==> src/rtl/dat_mem_dma_if.sv <==
// dat_mem_dma_if: bundles the copy-engine control, CPU port and memory port
//   slave  : seen by dat_mem_dma (takes copy requests and CPU traffic, drives the memory)
//   master : seen by whoever drives copy requests and CPU traffic and holds the memory
//   start/src/dst/len   copy request; busy/done/remaining copy status
//   cpu_req/cpu_wr_en/cpu_addr/cpu_din/cpu_dout   processor load/store path
//   mem_addr/mem_din/mem_wr_en/mem_dout            single memory port
interface dat_mem_dma_if #(
    parameter int AW = 8,
    parameter int DW = 8
);
    logic          start;
    logic [AW-1:0] src;
    logic [AW-1:0] dst;
    logic [AW-1:0] len;
    logic          busy;
    logic          done;
    logic [AW-1:0] remaining;
    logic          cpu_req;
    logic          cpu_wr_en;
    logic [AW-1:0] cpu_addr;
    logic [DW-1:0] cpu_din;
    logic [DW-1:0] cpu_dout;
    logic [AW-1:0] mem_addr;
    logic [DW-1:0] mem_din;
    logic          mem_wr_en;
    logic [DW-1:0] mem_dout;
    modport slave (
        input  start, src, dst, len, cpu_req, cpu_wr_en, cpu_addr, cpu_din, mem_dout,
        output busy, done, remaining, cpu_dout, mem_addr, mem_din, mem_wr_en
    );
    modport master (
        output start, src, dst, len, cpu_req, cpu_wr_en, cpu_addr, cpu_din, mem_dout,
        input  busy, done, remaining, cpu_dout, mem_addr, mem_din, mem_wr_en
    );
endinterface

==> src/rtl/dat_mem_dma.sv <==
// dat_mem_dma: arbiter and byte-copy engine sharing one memory port with the CPU
//   clk    clock, all state updates on posedge
//   reset  asynchronous active-high, aborts any copy and returns to IDLE
//   bus    dat_mem_dma_if.slave: copy request/status, CPU path, memory port
module dat_mem_dma #(
    parameter int AW = 8,
    parameter int DW = 8
) (
    input logic         clk,
    input logic         reset,
    dat_mem_dma_if.slave bus
);
    typedef enum logic [1:0] {IDLE, RD, WR, DONE} state_t;
    state_t        state, state_nx;
    logic [AW-1:0] src_ptr, dst_ptr, rem;
    logic [DW-1:0] data_buf;
    always_ff @(posedge clk or posedge reset)
        if (reset) state <= IDLE;
        else       state <= state_nx;
    // The CPU always owns the port when it asks; the engine only advances in cycles it is idle.
    always_comb begin
        state_nx      = state;
        bus.mem_addr  = '0;
        bus.mem_din   = '0;
        bus.mem_wr_en = 1'b0;
        case (state)
            IDLE:    if (bus.start) state_nx = (bus.len == '0) ? DONE : RD;
            RD:      if (!bus.cpu_req) state_nx = WR;
            WR:      if (!bus.cpu_req) state_nx = (rem == AW'(1)) ? DONE : RD;
            default: state_nx = IDLE;
        endcase
        if (bus.cpu_req) begin
            bus.mem_addr  = bus.cpu_addr;
            bus.mem_din   = bus.cpu_din;
            bus.mem_wr_en = bus.cpu_wr_en;
        end else if (state == RD) begin
            bus.mem_addr  = src_ptr;
        end else if (state == WR) begin
            bus.mem_addr  = dst_ptr;
            bus.mem_din   = data_buf;
            bus.mem_wr_en = 1'b1;
        end
    end
    always_ff @(posedge clk or posedge reset)
        if (reset) begin
            src_ptr  <= '0;
            dst_ptr  <= '0;
            rem      <= '0;
            data_buf <= '0;
        end else begin
            case (state)
                IDLE: if (bus.start && bus.len != '0) begin
                    src_ptr <= bus.src;
                    dst_ptr <= bus.dst;
                    rem     <= bus.len;
                end
                RD: if (!bus.cpu_req) data_buf <= bus.mem_dout;
                WR: if (!bus.cpu_req) begin
                    src_ptr <= src_ptr + AW'(1);
                    dst_ptr <= dst_ptr + AW'(1);
                    rem     <= rem - AW'(1);
                end
                default: ;
            endcase
        end
    assign bus.busy      = (state == RD) || (state == WR);
    assign bus.done      = (state == DONE);
    assign bus.remaining = rem;
    assign bus.cpu_dout  = bus.mem_dout;
endmodule

==> src/flat_wrapper.sv <==
// flat-port wrapper written by rule: the top's interface ports become plain ports
module dat_mem_dma_flat 
#(
    parameter int AW = 8,
    parameter int DW = 8
)
  (clk, reset, bus_start, bus_src, bus_dst, bus_len, bus_cpu_req, bus_cpu_wr_en, bus_cpu_addr, bus_cpu_din, bus_mem_dout, bus_busy, bus_done, bus_remaining, bus_cpu_dout, bus_mem_addr, bus_mem_din, bus_mem_wr_en);
  dat_mem_dma_if #(.AW(AW), .DW(DW)) bus_i ();
  input logic clk;
  input logic reset;
  input wire logic [$bits(bus_i.start)-1:0] bus_start;
  input wire logic [$bits(bus_i.src)-1:0] bus_src;
  input wire logic [$bits(bus_i.dst)-1:0] bus_dst;
  input wire logic [$bits(bus_i.len)-1:0] bus_len;
  input wire logic [$bits(bus_i.cpu_req)-1:0] bus_cpu_req;
  input wire logic [$bits(bus_i.cpu_wr_en)-1:0] bus_cpu_wr_en;
  input wire logic [$bits(bus_i.cpu_addr)-1:0] bus_cpu_addr;
  input wire logic [$bits(bus_i.cpu_din)-1:0] bus_cpu_din;
  input wire logic [$bits(bus_i.mem_dout)-1:0] bus_mem_dout;
  output wire logic [$bits(bus_i.busy)-1:0] bus_busy;
  output wire logic [$bits(bus_i.done)-1:0] bus_done;
  output wire logic [$bits(bus_i.remaining)-1:0] bus_remaining;
  output wire logic [$bits(bus_i.cpu_dout)-1:0] bus_cpu_dout;
  output wire logic [$bits(bus_i.mem_addr)-1:0] bus_mem_addr;
  output wire logic [$bits(bus_i.mem_din)-1:0] bus_mem_din;
  output wire logic [$bits(bus_i.mem_wr_en)-1:0] bus_mem_wr_en;
  assign bus_i.start = bus_start;
  assign bus_i.src = bus_src;
  assign bus_i.dst = bus_dst;
  assign bus_i.len = bus_len;
  assign bus_i.cpu_req = bus_cpu_req;
  assign bus_i.cpu_wr_en = bus_cpu_wr_en;
  assign bus_i.cpu_addr = bus_cpu_addr;
  assign bus_i.cpu_din = bus_cpu_din;
  assign bus_i.mem_dout = bus_mem_dout;
  assign bus_busy = bus_i.busy;
  assign bus_done = bus_i.done;
  assign bus_remaining = bus_i.remaining;
  assign bus_cpu_dout = bus_i.cpu_dout;
  assign bus_mem_addr = bus_i.mem_addr;
  assign bus_mem_din = bus_i.mem_din;
  assign bus_mem_wr_en = bus_i.mem_wr_en;
  dat_mem_dma #(.AW(AW), .DW(DW)) u_core (.clk(clk), .reset(reset), .bus(bus_i));
endmodule
==> config.mk <==
export PLATFORM = sky130hd
export DESIGN_NAME = dat_mem_dma_flat
export DESIGN_NICKNAME = d
export VERILOG_FILES = /design/src/rtl/dat_mem_dma_if.sv /design/src/rtl/dat_mem_dma.sv /design/src/flat_wrapper.sv
export SDC_FILE = /design/constraint.sdc
export NUM_CORES = 1
export LEC_CHECK = 0
export CORE_AREA = 2 2 77 79
export CTS_CLUSTER_DIAMETER = 50
export DETAILED_ROUTE_END_ITERATION = 8
export DIE_AREA = 0 0 79 81
export GPL_TIMING_DRIVEN = 0
export PLACE_DENSITY = 0.89
export SETUP_SLACK_MARGIN = 0.05
export SYNTH_ARGS = -nofsm -noshare
export SYNTH_HDL_FRONTEND = slang
export SYNTH_SLANG_ARGS = --single-unit
==> constraint.sdc <==
create_clock -name clk -period 2.6 [get_ports clk]
set_input_delay 0.39 -clock clk [delete_from_list [all_inputs] [get_ports clk]]
set_output_delay 0.39 -clock clk [all_outputs]
set_load 0.02 [all_outputs]
### Yosys cells after proc, flatten, opt, wreduce, memory -nomap -nowiden

Cells that the tools add are included.

* flip-flop bits (word level): 34
* latch bits: 0
* memory bits (writable): 0
* ROM bits: 0
* input port bits: 53
* output and inout bits: 35
* logic and storage cells: 50
* memories: 0

* add/subtract/negate cells: 3
* $mul: 0
* div/mod/pow operators: 0
* $lt $le $gt $ge: 0
* eq/ne operators: 8
* shifts and indexed selects: 0
* muxes and demuxes: 24
* bitwise logic cells: 1
* reductions and logical operators: 9

Operators by type and width (number)
* $mux 8: 12
* $pmux 8 s2: 3
* $add 8x1->8 const B: 2
* $mux 2: 5
* $eq 8x1->1 const B: 1
* $logic_not 8->1: 1
* $reduce_bool 8->1: 1
* $sub 8x1->8 const B: 1
* $ne 2x2->1 const B: 3
* $pmux 2 s3: 1
* $reduce_and 3->1: 2
* $eq 2x2->1 const B: 2
* $mux 1: 3
* $eq 2x1->1 const B: 1
* $logic_not 2->1: 1
* $ne 2x1->1 const B: 1
* $reduce_and 2->1: 1
* $reduce_bool 2->1: 1
* $logic_and 1x1->1: 1
* $logic_or 1x1->1: 1
* $not 1->1: 1

### Longest topological paths before layout

* depth after elaboration: 4
* gate-level depth with buffers: 9
* depth with buffers taken out: 6

### Least setup slack after synthesis

Ideal clock, no wire load.

* kind: register -> output
* start: register u_core.state[0]
* end: output bus_mem_addr[2]
* data arrival time: 2052 ps
* data required time: 2210 ps
* slack: 158 ps
* cell stages (with the launch flop): 10
* path buffers: 3
* path through: dfrtp_1 > inv_1 > ha_1 > buf_2 > buf_1 > buf_1 > nand2_1 > nor2_1 > a21oi_1 > o21ai_0

* cells in the longest elaborated chain, start to end: 4
* elaborated cells on any way between the ends: 5
* those cells by class: 2 x eq/ne; 3 x mux

Ends and longest elaborated chain
* from (decl): line dat_mem_dma.sv:14 `state_t state, state_nx;`
* from (signal assigned): line dat_mem_dma.sv:19 `else state <= state_nx;`
* $eq 2x2->1: line dat_mem_dma.sv:38 `end else if (state == WR) begin`
* $mux 8: line dat_mem_dma.sv:38
* $mux 8 (*): line dat_mem_dma.sv:36 `end else if (state == RD) begin`
* $mux 8 (*): line dat_mem_dma.sv:32 `if (bus.cpu_req) begin`
* to (decl): line flat_wrapper.sv:24 `output wire logic [$bits(bus_i.mem_addr)-1:0] bus_mem_addr;`

Mark *: on every way between the ends. The rest lies on a longest branch, timed or not.

### Worst setup path in the final report

* start: register u_core.state[0]
* end: output bus_mem_addr[6]

Same word-level chain as after synthesis.

==> impl_metrics.tcl <==
set metrics [dict create \
    status "finished clean" \
    design.die.area_sq_um 6400 \
    synth.top_cells.by_area "dfrtp_1, nand2_1, o21ai_0" \
    final_common_cell "clkdlybuf4s50_1" \
    powerDensity_nw_per_um2 1070 \
    num_rows 28 \
    rsz0062_at_grt "yes" \
    worst_slack_ns 0.0834 \
    numCtsBuffers 5 \
    clockRootBuffer "clkbuf_8" \
    grt_overflow_total 0 \
    antenna_found_initial 0 \
    hold_path_class "reg2reg" \
    crit_top_cell "buf_6" \
    synth.cell_area_sq_um 2510 \
    cp_slowest_cell "dfrtp_1" \
    area.growth.synth_to_final_pct 42.6 \
    yosysWarnings 0 \
    h-tree-depth 2 \
    io_pins 88 \
    setup_violations 0 \
    met3_length_um 774 \
    fin_skew_ns 0.00867 \
    critPathArrivalTime_ns 2.13 \
    utilization_pct 63.1 \
    synth_nets 355 \
    crit_path_max_fanout 10 \
    gp_congestion 0.911 \
    wl_met2_um 3830 \
    numPortBuffers 87 \
    hold_slack_ns 0.511 \
    final_cell_mix "clkdlybuf4s50_1, nand2_1, dfrtp_1" \
    async_flop_share_pct 100 \
    avgViaCountPerCell 6.07 \
    yosys_most_used_dff "dfrtp_1" \
    final_hold_viol_count 0 \
    required_ns 2.21 \
    ctsLongestPathBuffers 2 \
    n_fill_cell 508 \
    cp_top_family "buffers and inverters" \
    critPathCaptureType "output pin" \
    yosysTopAreaCell "dfrtp_1" \
    max_cap_viol_count 0 \
    leakage_uw 0.00148 \
    ys_seq_elements 34 \
    layout-drive-gt1-share_pct 16.1 \
    grt_use_total_pct 26.1 \
    drt_wl_total_um 8140 \
    final.min_clock_period_ns 2.52 \
    top_layer_used "met4" \
    crit_buf_inv 5 \
    final_nets 453 \
    route.vias.total 2833 \
    drt_iter0_drc 424 \
    antenna_cells 0 \
    clock_latency_ns 0.29 \
    timing.setup.tns_ns 0 \
    grt_pass1_vias 2684 \
    worst_pin_slew_ns 0.719 \
    synth_edf_count 0 \
    slew_headroom_pct 52.0 \
    initial_utilization_pct 44.2 \
    pre_cts_ws_ns -0.647 \
    cts.clk_slew.worst_paths_ns 0.07 \
    syn_inst 294 \
    synth_cell_types 56 \
    regArea_sq_um 851 \
    vdd_drop_max_uv 443 \
    finalMaxSlewViolations 0 \
    grt_pass1_wl_um 13200 \
    coreArea_sq_um 5680 \
    met1_length_um 3270 \
    dr.pass1.iters 5 \
    synth_top_area_share_pct 33.9 \
    cts_sinks 34 \
    critPathMaxStageDelay_ns 0.41 \
    critPathKind "reg2out" \
    grt_max_degree 35 \
    wl_per_cell_um 17.4 \
    cts_tree "done" \
    multi_input_area_sq_um 1460 \
    synth_seq_area_share_pct 33.9 \
    syn_avg_cell_area_sq_um 8.54 \
    cp_cell_sequence "inv_1 -> ha_1 -> buf_6 -> buf_6 -> buf_4 -> nand2_1 -> nor2_1 -> a21oi_1 -> o21ai_0 -> clkbuf_2" \
    route.detailed.drc 0 \
    hpwl_um 5860 \
    die_w_um 79 \
    post-route-period-util_pct 96.8 \
    cp-start-kind "flop" \
    die_y_um 81 \
    antenna_left 0 \
    fmax_mhz 397 \
]
state kept, by name, indices dropped and copies added (netlist names):
signal and flops:
u_core.dst_ptr 8, u_core.src_ptr 8, u_core.state 2, u_core.bus.remaining 8, u_core.data_buf 8
routing by layer:
metal  GRT usage, %  up-vias
met5              0        -
li1               -     1282
met1           35.5     1332
met4           11.7        0
met2           40.3      189
met3           5.56       30
cell usage after synthesis, drive strengths merged (6+ instances only):
| master | instances |
|---|---|
| a211o | 7 |
| a21oi | 11 |
| ha | 8 |
| mux2 | 12 |
| a2bb2oi | 6 |
| clkbuf | 11 |
| inv | 12 |
| o21ai | 29 |
| nor2 | 19 |
| buf | 19 |
| nand2 | 45 |
| dfrtp | 34 |
| nand3 | 9 |
| a221oi | 6 |
per-stage QoR:
step | std cells | total power [uW] | cell area, sq um
6_report | 467 | 3840 | 3580
3_3_place_gp | 456 | 3270 | 3470
4_1_cts | 465 | 3760 | 3590
2_1_floorplan | 294 | 2550 | 2510
5_1_grt | 467 | 4080 | 3580
3_5_place_dp | 456 | 3340 | 3470
worst paths after layout:
path / cells after the start / to / startpoint / slack [ns]
worst min register to register: 1 / u_core.data_buf[2]$_DFFE_PP0P_ / u_core.data_buf[2]$_DFFE_PP0P_ / 0.51
worst min-delay path: 1 / u_core.data_buf[2]$_DFFE_PP0P_ / u_core.data_buf[2]$_DFFE_PP0P_ / 0.51
worst max-delay path: 10 / bus_mem_addr[6] / u_core.state[0]$_DFFE_PP0P_ / 0.08
min in group asynchronous: 2 / u_core.bus.remaining[0]$_DFFE_PP0P_ / reset / 0.53
worst max register to register: 7 / u_core.dst_ptr[7]$_DFFE_PP0P_ / u_core.state[0]$_DFFE_PP0P_ / 0.44
max in group asynchronous: 2 / u_core.data_buf[4]$_DFFE_PP0P_ / reset / 1.59
report_power, final:
group / leakage, uW / internal [uW] / switching (uW)
Clock: 0.0000383 / 185 / 193
Sequential: 0.000398 / 801 / 288
Combinational: 0.00104 / 1080 / 1300
Total: 0.00148 / 2070 / 1780
cell families after synthesis:
family | after synthesis | share of synthesized area (%)
buffers and inverters | 43 | 8.52
AOI/OAI and AO/OA | 102 | 30.0
adders and majority gates | 8 | 3.99
and+or+nand+nor | 93 | 17.3
DFF | 34 | 33.9
muxes | 14 | 6.33
what timing repair did:
| action | 4_1_cts | 5_1_grt |
|---|---|---|
| setup buffers | 4 | 2 |
| hold buffers | 0 | 0 |
| resized for setup | 49 | 26 |
| endpoints found under the setup margin | 17 | 16 |
| pin swaps | 1 | 0 |
cell type report:
class | count | area share [%]
Multi-Input combinational cell | 217 | 40.7
Tap cell | 75 | 2.62
Timing Repair Buffer | 93 | 24.1
Sequential cell | 34 | 23.8
Clock buffer | 7 | 2.13
Inverter | 13 | 1.47
Buffer | 28 | 5.21
(Power assumes the default switching activity.)
